## src/rtl/tick_sched_pkg.sv

```systemverilog
// rtl/tick_sched_pkg.sv - state encodings, default divisors and helpers for tick_sched
package tick_sched_pkg;

  typedef enum logic [1:0] {
    ST_STOP = 2'b00,
    ST_RUN  = 2'b01,
    ST_SET  = 2'b10
  } state_t;

  localparam int unsigned DEF_SEC_DIV   = 50_000_000;
  localparam int unsigned DEF_FAST_DIV  = 3_125_000;
  localparam int unsigned DEF_MUX_DIV   = 50_000;
  localparam int unsigned DEF_BLINK_DIV = 12_500_000;
  localparam int unsigned DEF_CW        = 32;
  localparam int unsigned MISSED_W      = 4;

  function automatic logic [MISSED_W-1:0] sat_inc(input logic [MISSED_W-1:0] v);
    return (&v) ? v : v + MISSED_W'(1);
  endfunction

endpackage

```

## src/rtl/pre_cnt.sv

```systemverilog
// rtl/pre_cnt.sv - enable/clear prescaler with a combinational one-cycle wrap
module pre_cnt #(
  parameter int unsigned CW = 32
) (
  input  logic          reloje,
  input  logic          rst_n,
  input  logic          en,
  input  logic          clr,
  input  logic [CW-1:0] div,
  output logic          wrap
);

  localparam logic [CW-1:0] ONE = CW'(1);

  logic [CW-1:0] cnt;
  logic          at_top;

  assign at_top = (cnt == div - ONE);
  // clr suppresses the wrap so a restart never emits a stray tick
  assign wrap   = en & ~clr & at_top;

  always_ff @(posedge reloje or negedge rst_n) begin
    if (!rst_n) begin
      cnt <= '0;
    end else if (clr || !en || at_top) begin
      cnt <= '0;
    end else begin
      cnt <= cnt + ONE;
    end
  end

endmodule

```

## src/rtl/tick_sched.sv

```systemverilog
// rtl/tick_sched.sv - STOP/RUN/SET time base with seconds req/ack, mux strobe and blink
module tick_sched
  import tick_sched_pkg::*;
#(
  parameter int unsigned SEC_DIV   = DEF_SEC_DIV,
  parameter int unsigned FAST_DIV  = DEF_FAST_DIV,
  parameter int unsigned MUX_DIV   = DEF_MUX_DIV,
  parameter int unsigned BLINK_DIV = DEF_BLINK_DIV,
  parameter int unsigned CW        = DEF_CW
) (
  input  logic                reloje,
  input  logic                rst_n,
  input  logic                run_en,
  input  logic                set_mode,
  input  logic                clr,
  input  logic                seg_ack,
  output logic                seg_req,
  output logic                mux_tick,
  output logic                blink,
  output logic [MISSED_W-1:0] missed,
  output logic [1:0]          state
);

  state_t        st_q, st_nxt;
  logic          active, leaving_stop_bound, sec_clr;
  logic          sec_wrap, mux_wrap, blink_wrap;
  logic [CW-1:0] sec_div;

  always_ff @(posedge reloje or negedge rst_n) begin
    if (!rst_n) st_q <= ST_STOP;
    else        st_q <= st_nxt;
  end

  always_comb begin
    st_nxt = st_q;
    if (!run_en) begin
      st_nxt = ST_STOP;
    end else begin
      case (st_q)
        ST_STOP: st_nxt = set_mode ? ST_SET : ST_RUN;
        ST_RUN:  if (set_mode)  st_nxt = ST_SET;
        ST_SET:  if (!set_mode) st_nxt = ST_RUN;
        default: st_nxt = ST_STOP;
      endcase
    end
  end

  assign active             = (st_q != ST_STOP);
  assign leaving_stop_bound = (st_nxt == ST_STOP);
  assign sec_clr            = clr | (st_nxt != st_q);
  assign sec_div            = (st_q == ST_SET) ? CW'(FAST_DIV) : CW'(SEC_DIV);
  assign state              = st_q;

  pre_cnt #(.CW(CW)) u_sec (
    .reloje(reloje), .rst_n(rst_n), .en(active), .clr(sec_clr),
    .div(sec_div), .wrap(sec_wrap)
  );

  pre_cnt #(.CW(CW)) u_mux (
    .reloje(reloje), .rst_n(rst_n), .en(1'b1), .clr(1'b0),
    .div(CW'(MUX_DIV)), .wrap(mux_wrap)
  );

  pre_cnt #(.CW(CW)) u_blink (
    .reloje(reloje), .rst_n(rst_n), .en(active), .clr(1'b0),
    .div(CW'(BLINK_DIV)), .wrap(blink_wrap)
  );

  // a wrap while a tick is still pending and unacked is an overrun
  always_ff @(posedge reloje or negedge rst_n) begin
    if (!rst_n) begin
      seg_req  <= 1'b0;
      missed   <= '0;
      mux_tick <= 1'b0;
      blink    <= 1'b0;
    end else begin
      mux_tick <= mux_wrap;

      if (leaving_stop_bound) seg_req <= 1'b0;
      else if (sec_wrap)      seg_req <= 1'b1;
      else if (seg_ack)       seg_req <= 1'b0;

      if (clr)                                 missed <= '0;
      else if (sec_wrap && seg_req && !seg_ack) missed <= sat_inc(missed);

      if (leaving_stop_bound) blink <= 1'b0;
      else if (blink_wrap)    blink <= ~blink;
    end
  end

endmodule

```

## config.mk

```make
export PLATFORM = sky130hd
export DESIGN_NAME = tick_sched
export DESIGN_NICKNAME = d
export VERILOG_FILES = /design/src/rtl/tick_sched_pkg.sv /design/src/rtl/pre_cnt.sv /design/src/rtl/tick_sched.sv
export SDC_FILE = /design/constraint.sdc
export NUM_CORES = 1
export LEC_CHECK = 0
export BUFFER_PORTS_ARGS = -buffer_cell sky130_fd_sc_hd__clkbuf_2
export CORE_ASPECT_RATIO = 2
export CORE_MARGIN = 1
export CORE_UTILIZATION = 55
export CTS_CLUSTER_SIZE = 30
export DETAILED_ROUTE_END_ITERATION = 8
export MAX_ROUTING_LAYER = met4
export PLACE_DENSITY = 0.8
export SYNTH_ARGS = -nofsm -noshare
export SYNTH_HDL_FRONTEND = slang
export SYNTH_SLANG_ARGS = --single-unit
```

## constraint.sdc

```tcl
create_clock -name reloje -period 2.79 [get_ports reloje]
set_clock_uncertainty 0.2 [all_clocks]
set_input_delay 0.279 -clock reloje [delete_from_list [all_inputs] [get_ports reloje]]
set_output_delay 0.279 -clock reloje [all_outputs]
set_load 0.1 [all_outputs]
```

==> results.cfg <==
[critical_path]
cp_max_fo = 10
arrival_ps = 2630
cp-endpoint = missed[2]$_DFFE_PN0P_
r2r_end = missed[2]$_DFFE_PN0P_
reg2reg_slack_ps = 230
worstSetupStartpointType = register
end_kind = register
path_class = reg2reg
reg2reg_from = state[1]$_DFF_PN0_
cp-startpoint = state[1]$_DFF_PN0_
worstPathRequired_ps = 2860
reg2regPathDepth = 5

[global_routing]
grt_usage_pct = 24.12
grt_pass1_wl_microns = 18290
grt_start_max_net_pins = 56
grt_antenna_before_repair = 0
grt_pass1_vias = 4070
grt_overflow = 0

[detailed_routing]
drt_wl_total_microns = 10360
drtIter0Drc = 337
final_antenna_net_count = 0
via_per_inst = 5.959
detailedRoute.firstPassIterationCount = 6
routedWlPerCell_microns = 15.67
via_count = 3939
drc = 0

[timing]
slew_viol_final = 0
fin_setup_tns_ps = 0
setup_viol = 0
max_freq_mhz = 391.4
worst_pin_slew_ps = 694.9
hold_violations = 0
rsz0062_at_grt = false
fin_crit_ps = 2555
fin_crit_sh_pct = 91.58
slew-limit-headroom_pct = 53.67

[clock_tree]
cts_tree = yes
clk-insertion-delay-late_ps = 350
clk_pin_slew_ps = 60
cts_hold_buffers = 4
h-tree-depth = 3
ctsResizeCount = 0
cts.sinks = 105
cts-buffers-inserted = 9
clock_path_buffers = 2
clock-root-buffer = clkbuf_16
post_cts_buffers = 0

[job]
maxCapViolations = 0

[synth]
synthArstFlopShare_pct = 100.0
ys_types = 34
synth_ff_type = dfrtp_1
synth_edf_count = 0
syn-instance-count = 537
ys_ff_latch = 105
syn_nets = 547
synth.avg_cell_area_sq_um = 9.702
yosysWarnings = 0
ys_seq_area_share_pct = 50.43
netlist_area_sq_mm = 0.005210

[place]
placed_area_sq_mm = 0.005409
port_buffers = 14
gp_congestion = 0.9062
dp_hpwl_microns = 7245

[finish]
multi_input_area_sq_mm = 0.002484
final_layout_size_suffix_gt1_share_pct = 7.335
fillCellCount = 743
final-seq-area_sq_mm = 0.002630
final_nets = 564
diodes = 0
area_growth_pct = 10.30
final_cell_mix = dfrtp_1, nor2_1, xor2_1, xnor2_1, nand2_1
layout_commonest_cell = dfrtp_1
design_area_sq_mm = 0.005747

[floorplan]
die_area_sq_mm = 0.009889
die_x_microns = 70.82
core_area_sq_mm = 0.009074
pin_count = 15
start_util_pct = 57.42
die_h_microns = 139.6
rows = 49

[power_and_ir_drop]
p_per_area_mw_per_mm2 = 502.2
p_leak_nw = 2.394
vdd_ir_drop_max_uv = 341.0

[status]
status = finished clean

[worst_hold_path]
min_path_type = in2reg
## registers in the layout, summed over array words and instances, names as in the netlist
register	cells
seg_req	1
blink	1
u_blink.cnt	32
missed	4
u_sec.cnt	32
mux_tick	1
state	2
u_mux.cnt	32
## cell type report
cell class / count / area share (%)
Tap cell: 102 / 2.221
Multi-Input combinational cell: 405 / 43.22
Sequential cell: 105 / 45.77
Clock inverter: 4 / 0.8927
Timing Repair Buffer: 25 / 3.092
Inverter: 8 / 0.5225
Clock buffer: 12 / 4.289
## logic make-up (layout without fill, tap and decap cells)
kind of cell    Yosys count  after routing  synth area share (%)
simple gates            294            294                 29.71
flops                   105            105                 50.43
xor+xnor                 87             87                 14.63
buf+inv                  27             49                 1.969
compound gates           19             19                 2.089
fa+ha+maj                 4              4                0.9607
mux                       1              1                0.2161
## cells in the mapped netlist (8+ instances only)
cell | number | area share, %
and3_1 | 19 | 2.3
nand2_1 | 38 | 2.7
and4_1 | 14 | 2.4
nand4_1 | 31 | 3.7
inv_1 | 8 | 0.58
xnor2_1 | 42 | 7.1
nor3_1 | 18 | 1.7
nor2_1 | 83 | 6.0
and2_1 | 8 | 0.96
nand3_1 | 36 | 3.5
nor4_1 | 15 | 1.8
xor2_1 | 45 | 7.6
dfrtp_1 | 105 | 50
clkbuf_1 | 18 | 1.3
## how the worst min path moves through the flow
stage	start	end	slack [ps]	depth (start not counted)
floorplan	rst_n	blink$_DFFE_PN0P_	-220	0
global placement	rst_n	u_blink.cnt[2]$_DFF_PN0_	160	1
detailed placement	rst_n	u_blink.cnt[2]$_DFF_PN0_	170	1
CTS	run_en	seg_req$_DFFE_PN0P_	10	3
global route	run_en	blink$_DFFE_PN0P_	40	2
finish	run_en	blink$_DFFE_PN0P_	30	2
## worst max-delay path: stages (launching register included)
cell and delay [ps]:
dfrtp_2 450, nor2b_1 200, or4_1 560, a221o_1 430
or4_1 490, a21oi_1 150
## stage by stage
stage	hold slack, ps	util, %	setup slack (ps)	power, mW	instances
detailed placement	171.9	59.61	250.9	1.650	641
global route	40.28	63.33	116.8	2.993	661
global placement	156.0	59.61	308.1	1.646	641
floorplan	-216.6	-	73.79	1.599	537
CTS	11.66	63.33	240.3	2.913	661
finish	30.92	63.33	234.8	2.886	661
## report_power, final
| group | switching [mW] | internal, mW | leakage (nW) |
|---|---|---|---|
| combinational | 0.0663 | 0.0208 | 0.804 |
| sequential | 0.00810 | 1.53 | 1.45 |
| clock | 0.541 | 0.722 | 0.143 |
| total | 0.615 | 2.27 | 2.39 |
## metal layers
layer / GRT usage, % / up-vias / part of all wire, %
li1: - / 1912 / -
met1: 26.43 / 1910 / 39
met2: 41.09 / 93 / 55
met3: 4.779 / 24 / 3.0
met4: 11.89 / 0 / 2.7
met5: - / - / 0
Note: power is estimated with default switching activity, not from simulation.
